===== src/rtl/mix_seq_pkg.sv =====
// Shared types and constants for the multi-cycle 8x32-bit mixing sequencer.
package mix_seq_pkg;

  localparam int unsigned NUM_STAGES = 16;
  localparam int unsigned NUM_WORDS  = 8;
  localparam int unsigned WORD_W     = 32;
  localparam int unsigned STATE_W    = 2;
  localparam int unsigned STAGE_W    = 4;
  localparam int unsigned PASS_W     = 8;
  localparam int unsigned KIND_W     = 3;
  localparam int unsigned DATA_W     = NUM_WORDS * WORD_W;

  // FSM encoding: IDLE -> RUN -> DONE -> IDLE
  localparam logic [STATE_W-1:0] ST_IDLE = 2'd0;
  localparam logic [STATE_W-1:0] ST_RUN  = 2'd1;
  localparam logic [STATE_W-1:0] ST_DONE = 2'd2;

  typedef logic [KIND_W-1:0] stage_kind_t;

  // Word i sits at bits [32*i +: 32], matching the in_data/out_data packing.
  typedef logic [NUM_WORDS-1:0][WORD_W-1:0] word_vec_t;

  // Element 0 is the rightmost entry of each concatenation.
  localparam word_vec_t MIX_A = {32'd19, 32'd17, 32'd13, 32'd11, 32'd7,  32'd5,  32'd3, 32'd2};
  localparam word_vec_t MIX_B = {32'd23, 32'd19, 32'd17, 32'd13, 32'd11, 32'd7,  32'd5, 32'd3};
  localparam word_vec_t MIX_C = {32'd87, 32'd35, 32'd13, 32'd5,  32'd3,  32'd3,  32'd3, 32'd2};
  localparam word_vec_t MIX_D = {32'd343, 32'd216, 32'd125, 32'd64, 32'd27, 32'd8, 32'd1, 32'd0};

  // Each stage kind runs for two consecutive stages.
  function automatic stage_kind_t stage_kind(input logic [STAGE_W-1:0] idx);
    return idx[STAGE_W-1:1];
  endfunction

endpackage


===== src/rtl/mix_stage_alu.sv =====
// Combinational single-stage mixer: applies one stage kind to all eight words,
// updating them in order 0..7 so each word sees already-updated lower words.
module mix_stage_alu
  import mix_seq_pkg::*;
(
  input  logic [KIND_W-1:0] kind,
  input  logic [DATA_W-1:0] w,
  output logic [DATA_W-1:0] w_next_c
);

  word_vec_t v;

  // Chained in-order update; index arithmetic wraps mod 8 via 3-bit casts.
  always_comb begin
    v = word_vec_t'(w);
    for (int i = 0; i < int'(NUM_WORDS); i++) begin
      unique case (kind)
        3'd0: v[i] = v[i] + WORD_W'(i);
        3'd1: v[i] = v[i] + v[3'(i + 7)];
        3'd2: v[i] = v[i] + v[3'(i + 1)] - v[3'(i + 5)];
        3'd3: v[i] = v[i] ^ (v[3'(i + 3)] << 16);
        3'd4: v[i] = v[i] - (v[3'(i + 2)] >> 17) + (v[3'(i + 4)] >> 12);
        3'd5: v[i] = v[i] + v[3'(i + 7)] - v[3'(i + 6)];
        3'd6: v[i] = v[i] * MIX_A[i] + MIX_B[i];
        3'd7: v[i] = v[i] * MIX_C[i] + MIX_D[i];
        default: v[i] = v[i];
      endcase
    end
    w_next_c = DATA_W'(v);
  end

endmodule


===== src/rtl/mix_round_sequencer.sv =====
// Multi-cycle mixing controller: accepts a 256-bit seed, applies one of 16
// stages per clock for PASSES full passes, then presents the mixed state.
// Optional build macro MIX_SEQ_CHECKSUM_EN adds a 32-bit XOR checksum port chk.
module mix_round_sequencer
  import mix_seq_pkg::*;
#(
  parameter int unsigned PASSES = 1
) (
  input  logic                clk,
  input  logic                rst,
  input  logic                in_valid,
  output logic                in_ready,
  input  logic [DATA_W-1:0]   in_data,
  output logic                out_valid,
  input  logic                out_ready,
  output logic [DATA_W-1:0]   out_data,
  output logic                busy,
  output logic [STAGE_W-1:0]  stage_idx,
  output logic [PASS_W-1:0]   pass_cnt
`ifdef MIX_SEQ_CHECKSUM_EN
  ,
  output logic [WORD_W-1:0]   chk
`endif
);

  if (PASSES < 1 || PASSES > 255) begin : g_bad_passes
    $error("mix_round_sequencer: PASSES must be in 1..255");
  end

  localparam logic [PASS_W-1:0]  LAST_PASS  = PASS_W'(PASSES - 1);
  localparam logic [STAGE_W-1:0] LAST_STAGE = STAGE_W'(NUM_STAGES - 1);

  logic [STATE_W-1:0] state, state_d;
  logic [DATA_W-1:0]  w, w_d, alu_w_c;
  logic [STAGE_W-1:0] stage_d;
  logic [PASS_W-1:0]  pass_d;

  mix_stage_alu u_alu (
    .kind     (stage_kind(stage_idx)),
    .w        (w),
    .w_next_c (alu_w_c)
  );

  // State register.
  always_ff @(posedge clk) begin
    if (rst) state <= ST_IDLE;
    else     state <= state_d;
  end

  // Next-state, datapath and counter update.
  always_comb begin
    state_d = state;
    w_d     = w;
    stage_d = stage_idx;
    pass_d  = pass_cnt;
    unique case (state)
      ST_IDLE: begin
        if (in_valid) begin
          state_d = ST_RUN;
          w_d     = in_data;
          stage_d = '0;
          pass_d  = '0;
        end
      end
      ST_RUN: begin
        w_d     = alu_w_c;
        stage_d = STAGE_W'(stage_idx + 4'd1);
        if (stage_idx == LAST_STAGE) begin
          pass_d = PASS_W'(pass_cnt + 8'd1);
          if (pass_cnt == LAST_PASS) state_d = ST_DONE;
        end
      end
      ST_DONE: begin
        if (out_ready) state_d = ST_IDLE;
      end
      default: state_d = ST_IDLE;
    endcase
  end

  // Registered datapath, counters and state-decoded handshake outputs.
  always_ff @(posedge clk) begin
    if (rst) begin
      w         <= '0;
      stage_idx <= '0;
      pass_cnt  <= '0;
      in_ready  <= 1'b1;
      out_valid <= 1'b0;
      busy      <= 1'b0;
    end else begin
      w         <= w_d;
      stage_idx <= stage_d;
      pass_cnt  <= pass_d;
      in_ready  <= (state_d == ST_IDLE);
      out_valid <= (state_d == ST_DONE);
      busy      <= (state_d == ST_RUN);
    end
  end

  assign out_data = w;

`ifdef MIX_SEQ_CHECKSUM_EN
  logic [WORD_W-1:0] chk_d;
  word_vec_t         w_d_vec;

  // XOR of the final words, folded from the next-state datapath.
  always_comb begin
    w_d_vec = word_vec_t'(w_d);
    chk_d   = '0;
    for (int i = 0; i < int'(NUM_WORDS); i++) chk_d = chk_d ^ w_d_vec[i];
  end

  // Checksum captured on the RUN -> DONE transition.
  always_ff @(posedge clk) begin
    if (rst)                                    chk <= '0;
    else if (state == ST_RUN && state_d == ST_DONE) chk <= chk_d;
  end
`endif

endmodule


===== config.mk =====
export PLATFORM = sky130hd
export DESIGN_NAME = mix_round_sequencer
export DESIGN_NICKNAME = d
export VERILOG_FILES = /design/src/rtl/mix_seq_pkg.sv /design/src/rtl/mix_stage_alu.sv /design/src/rtl/mix_round_sequencer.sv
export SDC_FILE = /design/constraint.sdc
export NUM_CORES = 2
export LEC_CHECK = 0
export BUFFER_PORTS_ARGS = -buffer_cell sky130_fd_sc_hd__buf_2
export CAP_MARGIN = 10
export CORE_MARGIN = 8
export CORE_UTILIZATION = 55
export DETAILED_ROUTE_END_ITERATION = 10
export HOLD_SLACK_MARGIN = 0.08
export PLACE_DENSITY = 0.77
export SYNTH_ARGS = -nofsm -noshare
export SYNTH_HDL_FRONTEND = slang
export SYNTH_SLANG_ARGS = --single-unit

===== constraint.sdc =====
create_clock -name clk -period 15.9 [get_ports clk]
set_input_delay 3.18 -clock clk [delete_from_list [all_inputs] [get_ports clk]]
set_output_delay 3.18 -clock clk [all_outputs]
set_load 0.01 [all_outputs]

==> out/summary.log <==
qor: finish.share_of_layout_cells_above_drive_strength_1 0.1027
qor: clock_tree.cts_made_buffers 42
qor: power.power_per_cell_area 93.90 mW/mm^2
qor: detailed_routing.vias_per_cell 6.687
qor: clock_tree.cts.repair_timing.setup_buffer_count 0
qor: critical_path.critical_path.max_fanout 10
qor: finish.instances_no_fill 11315
qor: clock_tree.cts_root_buf sky130_fd_sc_hd__clkbuf_16
qor: global_route.antenna_found_initial 18
qor: global_route.grt_remaining_overflow 0
qor: timing.slew_headroom 0.006856
qor: synth.syn_area 0.06793 sq mm
qor: synth.yosysWarnings 0
qor: floorplan.floorplan.die.width 367.4 um
qor: finish.fin_area 0.07475 sq mm
qor: finish.syn_to_final_growth 10.05%
qor: synth.synth_seq_cells 273
qor: synth.cell_with_the_most_instances_after_synthesis sky130_fd_sc_hd__ha_1
qor: detailed_routing.routed-via-count 75665
qor: synth.most_area_consuming_cells_after_synthesis sky130_fd_sc_hd__ha_1, sky130_fd_sc_hd__dfxtp_1, sky130_fd_sc_hd__fa_1
qor: clock_tree.insertion_delay 0.68 ns
qor: synth.synth-edff-count 0
qor: critical_path.wp_data_arrival 15.76 ns
qor: critical_path.cpMostUsedCell sky130_fd_sc_hd__ha_1
qor: detailed_routing.dr_wl_met3 44.38 mm
qor: detailed_routing.antenna_violating_nets_post_route 0
qor: placement.placedCellCount 11223
qor: synth.yosys_most_used_dff sky130_fd_sc_hd__dfxtp_1
qor: clock_tree.maximum_level_of_the_cts_h_tree 2
qor: hold_path.min-delay-path-class flop to flop
qor: finish.filler_cell_count 11395
qor: global_route.globalRouteTotalUtil 0.4607
qor: global_route.grt_start_max_net_pins 104
qor: detailed_routing.detail_route.first_pass.iterations 8
qor: floorplan.initial_utilization 0.5516
qor: critical_path.wp_buf_inv 4
qor: synth.synthDominantCellAreaShare 0.2175
qor: timing.hold_violations 0
qor: finish.register_area 0.005477 sq mm
qor: synth.async_flop_share 0
qor: critical_path.cp-start-kind flop
qor: power.worst_ir_drop_vdd 0.08570 mV
qor: clock_tree.worst_setup_hold_path_clk_slew 0.06 ns
qor: critical_path.path_class flop to flop
qor: placement.detailedPlacementHpwl 260.1 mm
qor: clock_tree.ctsResizeCount 0
qor: floorplan.core_region_area 0.1232 sq mm
qor: floorplan.die_height 367.4 um
qor: critical_path.path_delay_family compound AO/OA/AOI/OAI gates
qor: clock_tree.cts-root-to-sink-buffers 3
qor: job.max_cap_violations 0
qor: finish.nNetsFinal 11344
qor: timing.final.min_clock_period 15.25 ns
qor: synth.post_synth_top_cells sky130_fd_sc_hd__ha_1, sky130_fd_sc_hd__inv_1, sky130_fd_sc_hd__nor2_1, sky130_fd_sc_hd__a21oi_1, sky130_fd_sc_hd__nand2_1
qor: critical_path.timing.critical_path.slowest_cell_delay 0.93 ns
qor: placement.place_congestion 1.101
qor: timing.worst-slew-pin-transition 1.490 ns
qor: detailed_routing.highest-signal-layer met5
qor: clock_tree.cts.sinks 273
qor: floorplan.std_cell_rows 129
qor: global_route.first_global_vias 71192
qor: finish.footprint_of_the_multi_input_gates 0.05699 sq mm
qor: synth.synth_area_leader_cell sky130_fd_sc_hd__ha_1
qor: detailed_routing.dr_wl_met2 130.7 mm
qor: synth.ys_types 117
qor: outcome.outcome finished, final reports clean
qor: detailed_routing.finalWirelength 330.1 mm
qor: synth.post_synth_inst_count 9153
qor: floorplan.floorplan.io_pins 531
qor: timing.final_max_slew_viol_count 0
qor: placement.dpl_cell_area 0.07325 sq mm
qor: clock_tree.hold_buffers 0
qor: detailed_routing.drc 0
qor: floorplan.die_area 0.1350 sq mm
qor: timing.timing.final.crit_share 0.9593
qor: clock_tree.cts_tree yes
qor: synth.mappedNetlistNets 10866
qor: timing.fin_worst_skew 0.03886 ns
qor: placement.port_buffers 530
qor: timing.fmaxAchievable 65.56 MHz
qor: critical_path.critical-path-slowest-cell sky130_fd_sc_hd__o21ai_0
qor: detailed_routing.wl_met1 123.0 mm
qor: global_route.grt_first_pass_wirelength 473.7 mm
qor: critical_path.worstSetupEndpointType flop
qor: detailed_routing.post_drt_wl_per_cell 29.17 um
qor: synth.synth-seq-area-share 0.08046
qor: critical_path.worst_ep_required_time 16.41 ns
qor: synth.synth.avg_cell_area 7.421 sq um
qor: detailed_routing.drt_iter0_drc 9667
qor: power.cellLeakagePower 0.03694 uW
qor: timing.report.final.setup_viol 0
[layer usage]
layer	GRT usage	vias up
li1	-	33613
met2	0.6578	5090
met1	0.5738	35694
met5	0	-
met4	0.3549	12
met3	0.1429	1256
[worst paths after layout]
| path | start | to | slack (ns) | depth (start not counted) |
|---|---|---|---|---|
| max | out_data[37] | out_data[159] | 0.65 | 59 |
| min | pass_cnt[0] | pass_cnt[0] | 0.52 | 2 |
| max reg2reg | out_data[37] | out_data[159] | 0.65 | 59 |
| min reg2reg | pass_cnt[0] | pass_cnt[0] | 0.52 | 2 |
[worst reg2reg max path: cells and delay by family, from the launching register on]
family | cells | cell delay [ns]
and+or+nand+nor | 12 | 2.03
xor gates and xnor gates | 7 | 1.84
buffers and inverters | 4 | 0.71
AOI/OAI and AO/OA | 27 | 7.04
DFF | 1 | 0.67
adders and majority gates | 7 | 2.45
muxes | 2 | 0.35
[cell families (layout without fill, tap and decap cells)]
logic type	count (synthesis)	after routing	synth area share
AO/OA/AOI/OAI	2645	2645	0.2562
multiplexers	58	58	0.008860
other	0	17	0
flip-flops	273	273	0.08046
buffers and inverters	1483	1991	0.08359
XOR/XNOR	832	832	0.1076
adder cells (fa/ha/maj)	1453	1453	0.2977
AND/OR/NAND/NOR	2409	2409	0.1656
[metrics by stage]
stage	TNS [ns]	util	total power, uW	setup WS (ns)	hold WS (ns)
5_1_grt	-0.03373	0.6067	7461	-0.03373	0.5721
3_5_place_dp	0	0.5948	5781	0.6594	0.5135
3_3_place_gp	0	0.5948	5695	0.7332	0.5138
6_report	0	0.6070	7019	0.6473	0.5208
4_1_cts	0	0.6061	6839	0.5366	0.5236
2_1_floorplan	0	-	4331	1.618	0.5196
[report_power, final]
part	switching [uW]	leakage (uW)	internal, uW
Sequential	218	0.00226	745
Combinational	3060	0.0340	1970
Clock	457	0.000695	575
[layout by cell type (no fill, tap or decap), types with 236 or more instances in the layout]
| master | synthesis | final |
|---|---|---|
| sky130_fd_sc_hd__nand2_1 | 690 | 683 |
| sky130_fd_sc_hd__xor2_1 | 278 | 278 |
| sky130_fd_sc_hd__buf_2 | 10 | 529 |
| sky130_fd_sc_hd__o21ai_0 | 470 | 466 |
| sky130_fd_sc_hd__ha_1 | 1181 | 1181 |
| sky130_fd_sc_hd__buf_4 | 2 | 236 |
| sky130_fd_sc_hd__a21oi_1 | 728 | 725 |
| sky130_fd_sc_hd__dfxtp_1 | 273 | 270 |
| sky130_fd_sc_hd__xnor2_1 | 551 | 551 |
| sky130_fd_sc_hd__fa_1 | 272 | 272 |
| sky130_fd_sc_hd__inv_1 | 1146 | 1143 |
| sky130_fd_sc_hd__nor2_1 | 738 | 723 |
[final cells by class]
| class | count | area share |
|---|---|---|
| Clock inverter | 16 | 0.002176 |
| Antenna cell | 17 | 0.0005691 |
| Clock buffer | 58 | 0.01649 |
| Sequential cell | 273 | 0.07326 |
| Multi-Input combinational cell | 7397 | 0.7624 |
| Timing Repair Buffer | 769 | 0.05995 |
| Inverter | 1148 | 0.05773 |
| Tap cell | 1637 | 0.02740 |
[state kept, by name (all words and copies together), names as in the netlist]
signal     flops
busy           1
out_data     256
state          2
stage_idx      4
pass_cnt       8
out_valid      1
in_ready       1
No activity file was read; power rests on OpenSTA's default activity.
